`src/rtl/uart_rx_frontend_if.sv`:
```
// rtl/uart_rx_frontend_if.sv - processor read-path bundle for the UART receive front end
interface uart_rx_frontend_if;
  logic       rd;
  logic [7:0] rx_data;
  logic       rx_ready;
  logic       frame_err;
  logic       overrun;

  // processor side: issues the read acknowledge, observes data and status
  modport master (
    output rd,
    input  rx_data,
    input  rx_ready,
    input  frame_err,
    input  overrun
  );

  // receiver side: owns data and status, consumes the read acknowledge
  modport slave (
    input  rd,
    output rx_data,
    output rx_ready,
    output frame_err,
    output overrun
  );
endinterface

```
`src/rtl/uart_rx_frontend.sv`:
```
// rtl/uart_rx_frontend.sv - 16x oversampling 8N1 receiver with one-byte holding register and sticky status
module uart_rx_frontend #(
  parameter int CLK_HZ = 100_000_000,
  parameter int BAUD   = 9600,
  parameter int DIV    = CLK_HZ / (BAUD * 16)
) (
  input  logic               sysclk,
  input  logic               reset,
  input  logic               UART_RX,
  uart_rx_frontend_if.slave  bus
);

  localparam int TW = (DIV > 1) ? $clog2(DIV) : 1;

  typedef enum logic [2:0] {
    S_IDLE  = 3'd0,
    S_START = 3'd1,
    S_DATA  = 3'd2,
    S_STOP  = 3'd3,
    S_BREAK = 3'd4
  } state_t;

  state_t        state;
  state_t        state_nxt;

  logic          rx_meta;
  logic          rxs;
  logic [TW-1:0] tcnt;
  logic          tick;
  logic [3:0]    scnt;
  logic [2:0]    bcnt;
  logic [7:0]    shreg;

  logic [7:0]    rx_data_q;
  logic          rx_ready_q;
  logic          frame_err_q;
  logic          overrun_q;

  // decoded events from the receive FSM
  logic          start_go;
  logic          start_mid;
  logic          bit_sample;
  logic          byte_done;
  logic          frame_bad;

  assign tick = (tcnt == TW'(DIV - 1));

  // two-flop synchronizer; resets to the idle-high line level
  always_ff @(posedge sysclk) begin
    if (reset) begin
      rx_meta <= 1'b1;
      rxs     <= 1'b1;
    end else begin
      rx_meta <= UART_RX;
      rxs     <= rx_meta;
    end
  end

  // FSM state register
  always_ff @(posedge sysclk) begin
    if (reset) begin
      state <= S_IDLE;
    end else begin
      state <= state_nxt;
    end
  end

  // FSM next-state: start detect, mid-start glitch filter, 8 data bits, stop check, break wait
  always_comb begin
    state_nxt = state;
    unique case (state)
      S_IDLE: begin
        if (!rxs) state_nxt = S_START;
      end
      S_START: begin
        if (tick && scnt == 4'd7) state_nxt = rxs ? S_IDLE : S_DATA;
      end
      S_DATA: begin
        if (tick && scnt == 4'd15 && bcnt == 3'd7) state_nxt = S_STOP;
      end
      S_STOP: begin
        if (tick && scnt == 4'd15) state_nxt = rxs ? S_IDLE : S_BREAK;
      end
      S_BREAK: begin
        if (rxs) state_nxt = S_IDLE;
      end
      default: state_nxt = S_IDLE;
    endcase
  end

  // FSM outputs: single-cycle event strobes that drive the datapath
  always_comb begin
    start_go   = 1'b0;
    start_mid  = 1'b0;
    bit_sample = 1'b0;
    byte_done  = 1'b0;
    frame_bad  = 1'b0;
    unique case (state)
      S_IDLE:  start_go   = !rxs;
      S_START: start_mid  = tick && (scnt == 4'd7);
      S_DATA:  bit_sample = tick && (scnt == 4'd15);
      S_STOP: begin
        byte_done = tick && (scnt == 4'd15) && rxs;
        frame_bad = tick && (scnt == 4'd15) && !rxs;
      end
      S_BREAK: ;
      default: ;
    endcase
  end

  // oversample divider plus sample/bit counters; realigned to the start edge so
  // every later sample lands mid-bit
  always_ff @(posedge sysclk) begin
    if (reset) begin
      tcnt <= '0;
      scnt <= 4'd0;
      bcnt <= 3'd0;
    end else begin
      if (start_go || tick) tcnt <= '0;
      else                  tcnt <= tcnt + TW'(1);

      if (start_go || start_mid) scnt <= 4'd0;
      else if (tick)             scnt <= scnt + 4'd1;

      if (start_mid)       bcnt <= 3'd0;
      else if (bit_sample) bcnt <= bcnt + 3'd1;
    end
  end

  // LSB-first assembly of the incoming character
  always_ff @(posedge sysclk) begin
    if (reset) begin
      shreg <= 8'h00;
    end else if (bit_sample) begin
      shreg[bcnt] <= rxs;
    end
  end

  // holding register and status; a completing byte or bad stop bit takes
  // priority over a read acknowledge in the same cycle
  always_ff @(posedge sysclk) begin
    if (reset) begin
      rx_data_q   <= 8'h00;
      rx_ready_q  <= 1'b0;
      frame_err_q <= 1'b0;
      overrun_q   <= 1'b0;
    end else begin
      if (byte_done) begin
        rx_data_q  <= shreg;
        rx_ready_q <= 1'b1;
        overrun_q  <= bus.rd ? 1'b0 : (overrun_q | rx_ready_q);
      end else if (bus.rd) begin
        rx_ready_q <= 1'b0;
        overrun_q  <= 1'b0;
      end

      if (frame_bad)   frame_err_q <= 1'b1;
      else if (bus.rd) frame_err_q <= 1'b0;
    end
  end

  assign bus.rx_data   = rx_data_q;
  assign bus.rx_ready  = rx_ready_q;
  assign bus.frame_err = frame_err_q;
  assign bus.overrun   = overrun_q;

endmodule

```
`src/flat_wrapper.sv`:
```
// flat-port wrapper written by rule: the top's interface ports become plain ports
module uart_rx_frontend_flat 
#(
  parameter int CLK_HZ = 100_000_000,
  parameter int BAUD   = 9600,
  parameter int DIV    = CLK_HZ / (BAUD * 16)
)
  (sysclk, reset, UART_RX, bus_rd, bus_rx_data, bus_rx_ready, bus_frame_err, bus_overrun);
  uart_rx_frontend_if bus_i ();
  input  logic sysclk;
  input  logic reset;
  input  logic UART_RX;
  input wire logic [$bits(bus_i.rd)-1:0] bus_rd;
  output wire logic [$bits(bus_i.rx_data)-1:0] bus_rx_data;
  output wire logic [$bits(bus_i.rx_ready)-1:0] bus_rx_ready;
  output wire logic [$bits(bus_i.frame_err)-1:0] bus_frame_err;
  output wire logic [$bits(bus_i.overrun)-1:0] bus_overrun;
  assign bus_i.rd = bus_rd;
  assign bus_rx_data = bus_i.rx_data;
  assign bus_rx_ready = bus_i.rx_ready;
  assign bus_frame_err = bus_i.frame_err;
  assign bus_overrun = bus_i.overrun;
  uart_rx_frontend #(.CLK_HZ(CLK_HZ), .BAUD(BAUD), .DIV(DIV)) u_core (.sysclk(sysclk), .reset(reset), .UART_RX(UART_RX), .bus(bus_i));
endmodule
```
`config.mk`:
```
export PLATFORM = sky130hd
export DESIGN_NAME = uart_rx_frontend_flat
export DESIGN_NICKNAME = d
export VERILOG_FILES = /design/src/rtl/uart_rx_frontend_if.sv /design/src/rtl/uart_rx_frontend.sv /design/src/flat_wrapper.sv
export SDC_FILE = /design/constraint.sdc
export NUM_CORES = 1
export LEC_CHECK = 0
export ABC_AREA = 0
export CAP_MARGIN = 40
export CORE_UTILIZATION = 60
export CTS_BUF_LIST = sky130_fd_sc_hd__clkbuf_16
export DETAILED_ROUTE_END_ITERATION = 10
export GPL_TIMING_DRIVEN = 0
export PLACE_DENSITY = 0.83
export SETUP_SLACK_MARGIN = 0.4
export SLEW_MARGIN = 25
export SYNTH_ARGS = -nofsm -noshare
export SYNTH_HDL_FRONTEND = slang
export SYNTH_SLANG_ARGS = --single-unit
export TNS_END_PERCENT = 10
```
`constraint.sdc`:
```
create_clock -name sysclk -period 6.4 [get_ports sysclk]
set_input_delay 0.96 -clock sysclk [delete_from_list [all_inputs] [get_ports sysclk]]
set_output_delay 0.96 -clock sysclk [all_outputs]
set_load 0.05 [all_outputs]
```
Yosys cells after proc, flatten, opt, wreduce, memory -nomap -nowiden
Cells that the tools add are included.
Widths: inputs -> output; s select.

storage, ports and cells
  logic and storage cells = 67
  ROM bits = 0
  bits in latches = 0
  RAM bits = 0
  output and inout bits = 11
  bits in registers = 41
  memories kept = 0

operators by class
  multiplexer cells = 21
  divide/modulo/power cells = 0
  order comparisons = 2
  bitwise logic cells = 1
  reductions and logical operators = 16
  shift operators = 0
  $add $sub $neg = 3
  eq/ne operators = 13
  multipliers = 0

operator list
  cell                   number
  $mux 3                 6
  $pmux 3 s5             1
  $mux 1                 11
  $add 10x1->10 const B  1
  $eq 10x10->1 const B   1
  $bwmux 8               1
  $ne 2x1->1 const B     4
  $eq 3x2->1 const B     2
  $eq 3x3->1 const B     2
  $logic_and 1x1->1      6
  $reduce_or 2->1        3
  $reduce_and 5->1       1
  $add 4x1->4 const B    1
  $eq 4x3->1 const B     1
  $eq 4x4->1 const B     1
  $lt 3x4->1 const B     1
  $reduce_bool 2->1      2
  $add 3x1->3 const B    1
  $demux 1 s3            1
  $eq 3x1->1 const B     1
  $ge 3x1->1 const B     1
  $logic_not 3->1        1
  $logic_or 1x1->1       2
  $mux 2                 1
  3 further kinds        3

Depth between registers and ports, before layout
  word-level depth = 5
  gate-level depth with buffers = 7

Worst setup path before layout
OpenSTA, ideal clock, no wires.

  path type = reg2reg
  start = register u_core.tcnt[5]
  end = register u_core.state[0]
  period minus slack after synthesis = 2195 ps
  data arrival time = 2111 ps
  cell stages (with the launch flop) = 7
  data required time = 6316 ps
  setup time = 84 ps
  setup slack = 4205 ps
  path through = dfxtp_1 > or4b_1 > buf_2 > or4_1 > buf_2 > o32a_1 > o31ai_2

between the ends
  cells in the longest elaborated chain, start to end = 5

ends and longest elaborated chain
  element                       line                                            text
  from (decl)                   uart_rx_frontend.sv:28                          logic [TW-1:0] tcnt;
  from (signal assigned)        uart_rx_frontend.sv:120                         else tcnt <= tcnt + TW'(1);
  $eq 10x10->1 *                uart_rx_frontend.sv:46                          assign tick = (tcnt == TW'(DIV - 1));
  $logic_and 1x1->1             uart_rx_frontend.sv:79, uart_rx_frontend.sv:82
  $logic_and 1x1->1             uart_rx_frontend.sv:79                          if (tick && scnt == 4'd15 && bcnt == 3'd7) state_nxt = S_STOP;
  $ne 2x1->1 (no line)          --
  $reduce_and 5->1 (no line) *  --
  to (signal assigned)          uart_rx_frontend.sv:64                          state <= state_nxt;
  to (decl)                     uart_rx_frontend.sv:23                          state_t state;

Every way passes the cells marked *; elsewhere a longest branch is shown, timed or not.
A chain may end at the register's enable or synchronous reset.

Final worst setup path
  start = register u_core.rx_ready_q, in the netlist u_core.bus.rx_ready
  end = output bus_rx_ready

RTL lines
  element                 line                     text
  from (decl)             uart_rx_frontend.sv:35   logic rx_ready_q;
  from (signal assigned)  uart_rx_frontend.sv:144  rx_ready_q <= 1'b0;
  from (signal assigned)  uart_rx_frontend.sv:150  rx_ready_q <= 1'b1;
  from (signal assigned)  uart_rx_frontend.sv:153  rx_ready_q <= 1'b0;
  to (decl)               flat_wrapper.sv:15       output wire logic [$bits(bus_i.rx_ready)-1:0] bus_rx_ready;

No word-level cell between the ends.

==> flow_metrics.env <==
export IMPL_antenna_found_initial=0
export IMPL_cts_hold_buf=0
export IMPL_n_antenna_cell=0
export IMPL_crit_fanout=3
export IMPL_hpwl_microns=2700
export IMPL_final_cell_mix="dfxtp_1, nor2_1, a21oi_1"
export IMPL_worstMarginPinSlew_ns=0.684
export IMPL_max_stage_delay_ns=0.81
export IMPL_power_density_nw_per_um2=233
export IMPL_worst_setup_path_end_kind="output port"
export IMPL_maxSlewViolCount=0
export IMPL_cts_setup_buffers=0
export IMPL_synth_area_sq_um=1880
export IMPL_cts_tree="built"
export IMPL_clock_sinks=41
export IMPL_maxCapViolCount=0
export IMPL_drt_iter0_drc=73
export IMPL_ant_nets=0
export IMPL_crit_type="flop to output port"
export IMPL_die_y_microns=58.0
export IMPL_avgRoutedWirePerCell_microns=14.2
export IMPL_fin_ws_ns=3.99
export IMPL_cpLargestDelayFamily="buffers and inverters"
export IMPL_io_pins=15
export IMPL_cp_num_buf_inv=1
export IMPL_clock_latency_ns=0.28
export IMPL_drt_wl_total_microns=3750
export IMPL_crit_required_ns=5.44
export IMPL_p_total_mw=0.510
export IMPL_fin_util_pct=76.7
export IMPL_rsz0062_at_grt="false"
export IMPL_vias_per_cell=6.01
export IMPL_die_w_microns=58.0
export IMPL_nets=242
export IMPL_dp_slack_ns=4.08
export IMPL_drcViolationCount=3
export IMPL_ctsResizeCount=0
export IMPL_grt_pass1_wl_microns=6310
export IMPL_io_buffers=13
export IMPL_place_congestion=0.800
export IMPL_synth_nets=222
export IMPL_seq_area_frac_synth_pct=43.7
export IMPL_grt_max_degree=13
export IMPL_min_period_over_period_pct=37.7
export IMPL_setup_tns_ns=0
export IMPL_core_area_sq_um=2850
export IMPL_netlist_instances=213
export IMPL_synth_cell_types=41
export IMPL_cts_buffers=5
export IMPL_via_count=1593
export IMPL_track_usage_pct=24.8
export IMPL_cts_root_buf="clkbuf_16"
export IMPL_grt_pass1_vias=1462
export IMPL_cpMaxStageDelayCell="clkdlybuf4s50_1"
export IMPL_startpoint_type="flop"
export IMPL_synthToLayoutAreaGrowth_pct=16.4
export IMPL_arrival_ns=1.45
export IMPL_htreeDepth=2
export IMPL_start_util_pct=65.9
export IMPL_fmax_mhz=414
export IMPL_hp_class="flop to flop"
export IMPL_layout_commonest_cell="dfxtp_1"
export IMPL_placed_area_sq_um=2050
export IMPL_status="complete, but fails checks"
export IMPL_failed_checks="DRC"
export IMPL_fin_crit_ns=2.41
export IMPL_ir_worst_vdd_mv=0.213
export IMPL_die_area_sq_um=3360
export IMPL_timing_final_hold_violations=0
export IMPL_clk_pin_slew_ns=0.05
export IMPL_clk_path_buf_depth=2
export IMPL_avgSynthCellArea_sq_um=8.82
export IMPL_relSlewSlack_pct=54.0
export IMPL_final_area_sq_um=2190
export IMPL_grt_overflow=0
export IMPL_ys_seq_elements=41
export IMPL_finalSetupViolations=0
export IMPL_synth_warnings=0
export IMPL_crit_chain="clkdlybuf4s50_1"
export IMPL_p_leak_nw=0.790
export IMPL_firstDrtPassIters=7
export IMPL_drive_above_1_share_pct=6.84
export IMPL_row_count=19
export IMPL_skew_ns=0.00340
-- metrics by stage --
step / cells / hold WS [ns]
4_1_cts: 265 / 0.406
5_1_grt: 265 / 0.430
3_5_place_dp: 257 / 0.393
6_report: 265 / 0.405
2_1_floorplan: 213 / 0.389
3_3_place_gp: 257 / 0.390
-- worst paths after layout --
check / slack, ns / cells after the start / from / end
setup reg to reg: 4.01 / 6 / u_core.tcnt[4] / u_core.bus.rx_ready
hold reg to reg: 0.41 / 1 / u_core.rx_meta / u_core.rxs
hold / removal: 0.41 / 1 / u_core.rx_meta / u_core.rxs
setup / recovery: 3.99 / 1 / u_core.bus.rx_ready / bus_rx_ready
-- per-layer routing --
metal  wire (microns)  GRT usage, %  up-vias
met1             1670          26.9      757
met4               53          10.2        0
met5                0             0        -
li1                 -             -      803
met3              152          6.92        5
met2             1880          45.2       28
-- where the power goes --
group	leakage (nW)	internal (mW)	switching, mW
sequential	0.331	0.258	0.00171
clock	0.0748	0.141	0.0915
combinational	0.384	0.00676	0.0109
-- final cells by class --
| cell class | instances | area, sq um |
|---|---|---|
| repair buffers | 13 | 130 |
| multi-input cells | 156 | 996 |
| fillers | 200 | 666 |
| clock buffers | 5 | 125 |
| inverters | 3 | 11.3 |
| clock inverters | 3 | 13.8 |
| well taps | 31 | 38.8 |
| flip-flops and latches | 41 | 821 |
| plain buffers | 13 | 51.3 |
-- cells by family (layout without fill, tap and decap cells) --
logic type	count (synthesis)	in the layout	synth area share, %
AND/OR/NAND/NOR	96	96	29.5
flip-flops	41	41	43.7
AO/OA/AOI/OAI	37	37	11.3
buffers and inverters	16	37	3.33
XOR/XNOR	11	11	5.13
multiplexers	7	7	3.73
adder cells (fa/ha/maj)	5	5	3.33
-- registers in the layout (all words and copies together) (netlist names) --
name / flops
u_core.tcnt: 10
u_core.bus.rx_ready: 1
u_core.state: 3
u_core.bus.frame_err: 1
u_core.bus.overrun: 1
u_core.shreg: 8
u_core.bcnt: 3
u_core.rxs: 1
u_core.scnt: 4
u_core.bus.rx_data: 8
u_core.rx_meta: 1
-- synth_stat cells, drive strengths merged --
| cell | number | area (sq um) |
|---|---|---|
| nand3 | 8 | 40.0 |
| dfxtp | 41 | 821 |
| nor2b | 3 | 18.8 |
| o21ai | 12 | 60.1 |
| or4 | 3 | 22.5 |
| buf | 2 | 10.0 |
| mux2i | 7 | 70.1 |
| and4 | 1 | 10.0 |
| and2 | 1 | 6.26 |
| xnor2 | 4 | 35.0 |
| nor4 | 4 | 31.3 |
| inv | 3 | 11.3 |
| o32a | 1 | 10.0 |
| and4b | 1 | 10.0 |
| nand2b | 10 | 62.6 |
| nand3b | 4 | 30.0 |
| or2 | 2 | 12.5 |
| nor3 | 2 | 10.0 |
| nand4 | 13 | 81.3 |
| clkbuf | 11 | 41.3 |
| a21oi | 19 | 95.1 |
| o221a | 1 | 11.3 |
| and3b | 1 | 8.76 |
| o21bai | 1 | 7.51 |
| o211ai | 1 | 7.51 |
| o31ai | 1 | 12.5 |
| or4b | 1 | 10.0 |
| nand4b | 2 | 17.5 |
| nor4b | 1 | 8.76 |
| nor3b | 1 | 7.51 |
| ha | 5 | 62.6 |
| nand2 | 14 | 52.6 |
| nor2 | 19 | 71.3 |
| or3 | 1 | 6.26 |
| or4bb | 2 | 22.5 |
| a41oi | 1 | 8.76 |
| and3 | 2 | 13.8 |
| xor2 | 7 | 61.3 |
Power figures use the tool's default switching activity.
==> patch (config.mk and constraints unchanged) <==
`CLK_HZ` is set to 100_000_000 in 2 places; all go to 200_000_000.
--- a/src/rtl/uart_rx_frontend.sv
+++ b/src/rtl/uart_rx_frontend.sv
@@ -1,6 +1,6 @@
 // rtl/uart_rx_frontend.sv - 16x oversampling 8N1 receiver with one-byte holding register and sticky status
 module uart_rx_frontend #(
-  parameter int CLK_HZ = 100_000_000,
+  parameter int CLK_HZ = 200_000_000,
   parameter int BAUD   = 9600,
   parameter int DIV    = CLK_HZ / (BAUD * 16)
 ) (
--- a/src/flat_wrapper.sv
+++ b/src/flat_wrapper.sv
@@ -1,7 +1,7 @@
 // flat-port wrapper written by rule: the top's interface ports become plain ports
 module uart_rx_frontend_flat 
 #(
-  parameter int CLK_HZ = 100_000_000,
+  parameter int CLK_HZ = 200_000_000,
   parameter int BAUD   = 9600,
   parameter int DIV    = CLK_HZ / (BAUD * 16)
 )
Formal check against the unedited RTL: same outputs for any inputs over 10 cycles, from zero or initial values and one cycle with reset high; that may be too few to reach the edited logic, so the function may still have changed.
==> patch against the unedited design <==
Final area rose by 4.7%. Critical path depth unchanged. Sequential cell count rose by 1. Power up 9.6%. Setup slack better by 0.028 ns. Area after synthesis rose by 3.1%. Clock power grew 18%. First-iteration DRC count unchanged. Wire length is 1.9% higher. Sequential share of layout area down 0.81 points. Sequential power grew 3%.
==> patch: results (changes against the unedited design) <==
| Metric | Value |
|---|---|
| Post-synth ARST share | `0 (unchanged)` |
| Flop-to-flop setup slack | `4.54 ns (was 4.01 ns)` |
| Portion of netlist area occupied by mux cells | `0 (was 0.0373)` |
| Drt total wl | `3820 um (was 3750 um)` |
| Post-route DRC violation count | `0 (was 3)` |
| Top fanout value on the critical path | `2 (was 3)` |
| Metal2 WL | `1830 um (was 1880 um)` |
| Global-route track usage on met1 | `0.275 (was 0.269)` |
| Number of global-route vias before repair | `1464 (was 1462)` |
| Clock period minus worst slack | `2.39 ns (was 2.41 ns)` |
| Worst setup path start | `u_core.bus.rx_data[2]$_SDFFE_PP0P_ (was u_core.bus.rx_ready$_SDFFE_PP0P_)` |
| Post-synthesis adder-cell area fraction | `0.0323 (was 0.0333)` |
| Xor-xnor portion of the synthesized cell area | `0.0497 (was 0.0513)` |
| Number of nets in the finished design | `254 (was 242)` |
| Setup slack after placement | `4.32 ns (was 4.08 ns)` |
| Seq/Total Area, Yosys | `0.434 (was 0.437)` |
| Share of final-layout standard cells stronger than drive strength 1 | `0.0691 (was 0.0684)` |
| Unique masters post-synth | `44 (was 41)` |
| Result of the run | `completed (was finished with violations)` |
| Routability-driven placement congestion ratio | `0.858 (was 0.800)` |
| Post-DP HPWL | `2680 um (was 2700 um)` |
| Leakage power figure | `0.775 nW (was 0.790 nW)` |
| Timing endpoint of the critical path | `bus_rx_data[2] (was bus_rx_ready)` |
| Via count normalized by instance count | `5.79 (was 6.01)` |
| Length of routed wiring on met1 | `1740 um (was 1670 um)` |
| Worst Path Arrival | `1.43 ns (was 1.45 ns)` |
| R2r endpoint | `u_core.shreg[5]$_SDFFE_PP0P_ (was u_core.bus.rx_ready$_SDFFE_PP0P_)` |
| Worst reg-to-reg path cell count | `5 (was 6)` |
| Wire length of the first global-routing pass | `6240 um (was 6310 um)` |
| Switching component of the power | `107 uW (was 104 uW)` |
| Met3 wire length | `186 um (was 152 um)` |
patch: cell type report:
class                   instances  area (sq um)
clock buffers                   5           125
plain buffers                  13          56.3
multi-input cells             167          1030
fillers                       233           763
well taps                      44          55.1
flip-flops and latches         42           841
inverters                       2          7.51
clock inverters                 3          37.5
repair buffers                 14           135
patch: metrics by stage:
| step | area, sq um | hold WS (ns) | utilization | std cells |
|---|---|---|---|---|
| final | 2290 | 0.412 | 0.750 | 290 |
| after global routing | 2290 | 0.425 | 0.750 | 290 |
| after CTS | 2280 | 0.416 | 0.748 | 289 |
| after detailed placement | 2120 | 0.399 | 0.695 | 281 |
| after global placement | 2120 | 0.392 | 0.695 | 281 |
| after floorplan | 1940 | 0.389 | - | 224 |
patch: power groups by stage:
stage	clock network, mW	logic [mW]	registers [mW]
3_5_place_dp	0	0.0160	0.272
6_report	0.276	0.0163	0.267
3_3_place_gp	0	0.0157	0.272
4_1_cts	0.281	0.0161	0.267
2_1_floorplan	0	0.0117	0.272
5_1_grt	0.292	0.0185	0.267
